--- config.mk ---
export PLATFORM = sky130hd
export DESIGN_NAME = tap_window_feeder
export DESIGN_NICKNAME = d
export VERILOG_FILES = /design/src/rtl/tap_window_feeder_pkg.sv /design/src/rtl/tap_window_feeder_shift.sv /design/src/rtl/tap_window_feeder.sv
export SDC_FILE = /design/constraint.sdc
export NUM_CORES = 1
export LEC_CHECK = 0
export BUFFER_PORTS_ARGS = -buffer_cell sky130_fd_sc_hd__buf_4
export CORE_ASPECT_RATIO = 0.5
export CORE_MARGIN = 2
export CORE_UTILIZATION = 29
export CTS_CLUSTER_DIAMETER = 50
export CTS_CLUSTER_SIZE = 25
export DETAILED_ROUTE_END_ITERATION = 16
export GPL_TIMING_DRIVEN = 0
export PLACE_DENSITY = 0.56
export SYNTH_ARGS = -nofsm -noshare
export SYNTH_HDL_FRONTEND = slang
export SYNTH_SLANG_ARGS = --single-unit
export TNS_END_PERCENT = 20
--- constraint.sdc ---
create_clock -name clk -period 1.4 [get_ports clk]
set_clock_uncertainty 0.15 [all_clocks]
set_input_delay 0.14 -clock clk [delete_from_list [all_inputs] [get_ports clk]]
set_output_delay 0.14 -clock clk [all_outputs]
set_load 0.02 [all_outputs]
--- src/rtl/tap_window_feeder_pkg.sv ---
// Shared types and constants for the 4-tap filter pipeline front end.
package tap_window_feeder_pkg;
    localparam int TW_DATA_W = 16;
    localparam int TW_QFRAC  = 14;
    localparam int NTAPS     = 4;

    typedef enum logic [1:0] {ST_FILL, ST_RUN, ST_FLUSH} tw_state_e;
endpackage

--- src/rtl/tap_window_feeder_shift.sv ---
// NTAPS-deep sample window; tap 0 is the newest entry. A pending clear that
// coincides with a shift loads the new sample into an otherwise empty window.
module tap_window_feeder_shift
    import tap_window_feeder_pkg::*;
#(
    parameter int DATA_W = TW_DATA_W,
    parameter int DEPTH  = NTAPS
) (
    input  logic                    clk,
    input  logic                    rst,
    input  logic                    shift_i,
    input  logic                    clr_i,
    input  logic                    zero_i,
    input  logic [DATA_W-1:0]       din_i,
    output logic [DEPTH*DATA_W-1:0] taps_o
);
    logic [DEPTH-1:0][DATA_W-1:0] w_q;

    always_ff @(posedge clk) begin
        if (rst || (clr_i && !shift_i)) begin
            w_q <= '0;
        end else if (shift_i) begin
            w_q[0] <= zero_i ? '0 : din_i;
            for (int k = 1; k < DEPTH; k++)
                w_q[k] <= clr_i ? '0 : w_q[k-1];
        end
    end

    assign taps_o = w_q;
endmodule

--- src/rtl/tap_window_feeder.sv ---
// Serial-to-window feeder for the 4-tap multiply-add datapath.
// Define TAP_WIN_FLUSH_EN to drain each frame with three zero-shifted windows.
module tap_window_feeder
    import tap_window_feeder_pkg::*;
#(
    parameter int DATA_W     = TW_DATA_W,
    parameter int ZERO_PRIME = 0
) (
    input  logic              clk,
    input  logic              rst,
    input  logic              in_valid,
    output logic              in_ready,
    input  logic [DATA_W-1:0] in_data,
    input  logic [DATA_W-1:0] in_mu,
    input  logic              in_last,
    output logic [DATA_W-1:0] data1_out,
    output logic [DATA_W-1:0] data2_out,
    output logic [DATA_W-1:0] data3_out,
    output logic [DATA_W-1:0] data4_out,
    output logic [DATA_W-1:0] mu_out,
    output logic              enable_out,
    output logic              frame_done
);
    tw_state_e               state_q, state_d;
    logic [1:0]              cnt_q, cnt_d;
    logic                    clr_q, clr_d;
    logic                    en_q, en_d;
    logic                    done_q, done_d;
    logic [DATA_W-1:0]       mu_q;
    logic                    shift_s, zero_s, accept;
    logic [NTAPS*DATA_W-1:0] taps_s;

`ifdef TAP_WIN_FLUSH_EN
    logic [1:0] fcnt_q, fcnt_d;
    assign in_ready = ~rst & (state_q != ST_FLUSH);
`else
    assign in_ready = ~rst;
`endif

    assign accept = in_valid & in_ready;

    always_comb begin
        state_d = state_q;
        cnt_d   = cnt_q;
        clr_d   = 1'b0;
        en_d    = 1'b0;
        done_d  = 1'b0;
        shift_s = 1'b0;
        zero_s  = 1'b0;
`ifdef TAP_WIN_FLUSH_EN
        fcnt_d  = fcnt_q;
`endif
        case (state_q)
            ST_FILL: if (accept) begin
                shift_s = 1'b1;
                en_d    = (ZERO_PRIME != 0) || (cnt_q == 2'd3);
                cnt_d   = cnt_q + 2'd1;
                if (cnt_q == 2'd3) state_d = ST_RUN;
            end
            ST_RUN: if (accept) begin
                shift_s = 1'b1;
                en_d    = 1'b1;
            end
`ifdef TAP_WIN_FLUSH_EN
            ST_FLUSH: begin
                shift_s = 1'b1;
                zero_s  = 1'b1;
                en_d    = 1'b1;
                fcnt_d  = fcnt_q + 2'd1;
                if (fcnt_q == 2'd2) begin
                    state_d = ST_FILL;
                    fcnt_d  = 2'd0;
                    done_d  = 1'b1;
                    clr_d   = 1'b1;
                end
            end
`endif
            default: state_d = ST_FILL;
        endcase
        // Frame end: the final window is still strobed, the clear lands one cycle later
        if (accept && in_last) begin
            cnt_d = 2'd0;
`ifdef TAP_WIN_FLUSH_EN
            state_d = ST_FLUSH;
            fcnt_d  = 2'd0;
`else
            state_d = ST_FILL;
            done_d  = 1'b1;
            clr_d   = 1'b1;
`endif
        end
    end

    always_ff @(posedge clk) begin
        if (rst) begin
            state_q <= ST_FILL;
            cnt_q   <= 2'd0;
            clr_q   <= 1'b0;
            en_q    <= 1'b0;
            done_q  <= 1'b0;
            mu_q    <= '0;
`ifdef TAP_WIN_FLUSH_EN
            fcnt_q  <= 2'd0;
`endif
        end else begin
            state_q <= state_d;
            cnt_q   <= cnt_d;
            clr_q   <= clr_d;
            en_q    <= en_d;
            done_q  <= done_d;
            if (accept) mu_q <= in_mu;
`ifdef TAP_WIN_FLUSH_EN
            fcnt_q  <= fcnt_d;
`endif
        end
    end

    tap_window_feeder_shift #(.DATA_W(DATA_W), .DEPTH(NTAPS)) u_win (
        .clk     (clk),
        .rst     (rst),
        .shift_i (shift_s),
        .clr_i   (clr_q),
        .zero_i  (zero_s),
        .din_i   (in_data),
        .taps_o  (taps_s)
    );

    assign data1_out  = taps_s[0*DATA_W +: DATA_W];
    assign data2_out  = taps_s[1*DATA_W +: DATA_W];
    assign data3_out  = taps_s[2*DATA_W +: DATA_W];
    assign data4_out  = taps_s[3*DATA_W +: DATA_W];
    assign mu_out     = mu_q;
    assign enable_out = en_q;
    assign frame_done = done_q;
endmodule

# == After elaboration in Yosys (flattened, before gate mapping) ==
# Cells that the tools add are included.
# op_classes
reduce_logical,9
n_eq_ne,4
muxes,11
n_addsub,1
bitwise_logic,3
# op_table
op,count
16-bit two-way mux,3
1-bit two-way mux,4
2-bit two-way mux,2
2-bit inequality test (second input constant),2
2-bit case mux with 2 select lines,1
2-bit OR reduction,2
3-bit AND reduction,1
2-bit by 1-bit adder with 2-bit output (second input constant),1
2-bit by 1-bit equality test with 1-bit output (second input constant),1
2-bit equality test (second input constant),1
1-bit logical AND,2
2-bit logical NOT,1
1-bit inverter,2
1-bit case mux with 2 select lines,1
2-bit AND reduction,1
1-bit bitwise AND,1
1-bit logical NOT,1
1-bit logical OR,1
# word_totals
out_inout_bits,83
input_bits,36
ff_bits,86

# == Logic depth before layout (Yosys ltp) ==
# logic_depth
word_depth,7
depth_mapped,5
mapped_depth_nobuf,3

# == Modules after synthesis ==
# Synthesis repeated with hierarchy kept, for this count alone.
# hier_totals
cells_unflattened,300
area_unflattened_um2,3243.1
# modules_own_cells
module,cells_per_inst,instances,seq_area_each_um2,area_per_inst_um2
tap_window_feeder_shift,226,1,1281.2,2444.8
tap_window_feeder,74,1,420.4,798.3

# == Worst setup path after synthesis ==
# Ideal clock, no wire load.
# synth_path
path_type,reg-to-reg
from,"register, netlist name frame_done"
to,register u_win.w_q (netlist bit u_win.taps_o[32])
path_slack_ps,-28
path_buffers,3
arrival_ps,1161
path_stages_with_launch,6
path_cell_list,dfxtp_1 buf_2 or2_1 buf_2 buf_2 nor2_1
# synth_rtl
item,line,text
"end signal, assigned by index",tap_window_feeder_shift.sv:25,w_q[k] <= clr_i ? '0 : w_q[k-1];
"end, declared",tap_window_feeder_shift.sv:17,logic [DEPTH-1:0][DATA_W-1:0] w_q;

# == Final worst setup path ==
# layout_path
from,register cnt_q[0]
to,register cnt_q[1]
# layout_via
elab_chain_cells,1
# layout_lines
item,line,text
"start, declared",tap_window_feeder.sv:25,"logic [1:0] cnt_q, cnt_d;"
"start signal, assigned",tap_window_feeder.sv:107,cnt_q <= cnt_d;
2-bit by 1-bit adder with 2-bit output,tap_window_feeder.sv:57,cnt_d = cnt_q + 2'd1;
# Every way passes these cells.
# A chain may end at the register's enable or synchronous reset.

==> out/qor.yml <==
critical_path:
  critPathMaxFanout: 3
  crit_path_end_kind: "flip-flop"
  start_kind: "flip-flop"
  regToRegSetupSlack_ns: 0.03
  crit_arrival_ns: 1.47
  r2r_cells: 3
  timing.rr.start: "cnt_q[0]"
  crit_type: "flip-flop to flip-flop"
  r2r-end: "cnt_q[1]"
  critical_path_required_ns: 1.51
job:
  drv_cap: 0
yosys:
  ys_seq_elements: 85
  yosysWarnings: 0
  yosysSeqAreaShare: 0.5597
  syn_inst: 299
  synthTopCellsByCount: "dfxtp_1, nor2_1, mux2i_1"
  synthesis.nets: 336
  synth-edff-count: 0
  syn_area_per_cell_sq_um: 10.17
  synth.most_common_cell: "dfxtp_1"
  synth_area_sq_mm: 0.003040
  yosysTopAreaCell: "dfxtp_1"
  synth_top_cell_area_share: 0.5597
  synth-main-ff-cell: "dfxtp_1"
  yosys-top-cells-area: "dfxtp_1, mux2i_1, nor2_1"
  async_reset_ff_frac: 0
  synthDistinctLibCells: 18
timing:
  setup_viol: 0
  rsz0062_at_grt: "yes"
  setup_tns_ns: 0
  finalHoldViolations: 0
  fmax_mhz: 732.0
  fin_crit_sh: 0.9758
  min_period_ns: 1.366
  setup_slack_ns: 0.03392
  tightestPinTransition_ns: 0.5969
  hold_slack_ns: 0.009111
  max_slew_margin: 0.6021
  slew_viol_final: 0
clock_network:
  cts_root_buf: "clkbuf_16"
  worstSkewPairLatency_ns: 0.33
  cts_setup_buffers: 0
  clock-sinks: 85
  htreeDepth: 3
  cts_tree: "done"
  clk_pin_slew_worst_paths_ns: 0.06
  cts_inserted_buffers: 9
  cts_buffer_depth: 2
power_and_ir_drop:
  ir_drop_v: 0.0006135
  leakagePower_nw: 2.225
  power_density_mw_per_mm2: 1146
hold_path:
  hold_depth: 3
  hold_start: "in_valid"
  hold_class: "input pin to flip-flop"
  worstHoldEndpoint: "enable_out"
routing:
  wl_um: 8429
  top_layer: "met4"
  wl_met3_um: 386
  wl_met1_um: 3830
  wire_per_inst_um: 13.96
  drtIter0Drc: 94
  viasPerCell: 4.336
  route.detailed.drc: 0
  wl_met2_um: 4099
  vias: 2619
  drt_pass1_iterations: 4
  ant_nets: 0
cells_and_area:
  area.growth.synth_to_final_pct: 54.98
  post_layout_nonfiller_instances: 604
  drive_above_1_share: 0.3211
  nets: 496
  fillers: 1041
  n_antenna_cell: 0
die:
  ios: 119
  rows: 26
  die_w_um: 148.8
  start_util: 0.2976
  die-area_sq_mm: 0.01137
  coreArea_sq_mm: 0.01021
  die_y_um: 76.40
grt:
  grt_pass1_vias: 2492
  grt_usage: 0.1470
  antenna_found_initial: 0
  grt_overflow: 0
  grt_max_degree: 13
  grt_pass1_wl_um: 13050
place:
  routabilityCongestion: 0.7145
  dp_slack_ns: -0.2053
  hpwlAfterDp_um: 5830
  dp.cells: 556
  portBuffers: 117
status:
  outcome: "finished clean"
==> logic make-up (layout without fill, tap and decap cells) <==
family	after synthesis	after routing	synth area share
multiplexers	64	64	0.2107
buffers and inverters	24	189	0.03539
flip-flops	85	85	0.5597
AO/OA/AOI/OAI	22	22	0.03704
AND/OR/NAND/NOR	103	103	0.1531
adder cells (fa/ha/maj)	1	1	0.004115
==> worst max-delay path: stages (launching register included) <==
cell     delay, ns
dfxtp_2       0.33
ha_1          0.26
or4b_1        0.43
a21oi_1       0.13
==> cell usage in the layout (no fill, tap or decap), types with 2 or more instances in the layout <==
cell and count:
nor2_1 81, clkbuf_16 9, dfxtp_2 2, buf_2 10, nor3b_1 16, a21oi_1 19
clkbuf_2 3, mux2i_1 64, dfxtp_1 83, clkbuf_1 9, dlygate4sd3_1 33, clkbuf_8 2
o21ai_0 2, buf_4 119
==> sequential cells by signal, summed over array words and instances, names as in the netlist <==
signal,flops
u_win.taps_o,64
mu_out,16
cnt_q,2
enable_out,1
frame_done,1
state_q,1
==> cell type report <==
cell class	instances	area, sq um	share of cell area
Buffer	21	110.1	0.02337
Inverter	2	7.507	0.001593
Clock inverter	1	5.005	0.001062
Tap cell	140	175.2	0.03717
Sequential cell	85	1704	0.3617
Timing Repair Buffer	150	1209	0.2565
Multi-Input combinational cell	190	1234	0.2618
Clock buffer	15	267.8	0.05682
==> report_power, final <==
part	leakage [nW]	internal [mW]	switching [mW]
clock	0.134	1.30	0.891
sequential	0.693	2.50	0.0536
combinational	1.40	0.331	0.331
==> how the worst max path moves through the flow <==
stage	startpoint	to	slack, ns
2_1_floorplan	frame_done	u_win.taps_o[51]	0.04
3_3_place_gp	frame_done	u_win.taps_o[49]	-0.20
3_5_place_dp	frame_done	u_win.taps_o[50]	-0.21
4_1_cts	cnt_q[0]	cnt_q[1]	0.02
5_1_grt	cnt_q[0]	cnt_q[1]	-0.01
6_report	cnt_q[0]	cnt_q[1]	0.03
==> through the flow <==
step | util | area [sq um] | power (mW)
final | 0.4613 | 4712 | 5.402
after global routing | 0.4613 | 4712 | 5.633
after CTS | 0.4612 | 4711 | 5.489
after detailed placement | 0.4009 | 4095 | 3.193
after global placement | 0.4009 | 4095 | 3.184
after floorplan | - | 3042 | 2.917
==> metal layers <==
metal,vias up,GRT usage
li1,1314,-
met1,1239,0.1817
met2,54,0.2477
met3,12,0.03952
met4,0,0.05143
met5,-,0
==> timing repair <==
item | 4_1_cts | 5_1_grt
pin swaps | 0 | 2
endpoints found under the hold margin | 36 | 0
hold buffers | 33 | 0
resized for setup | 8 | 1
cloned | 0 | 0
setup endpoints to repair | 50 | 1
Note: power is estimated with default switching activity, not from simulation.
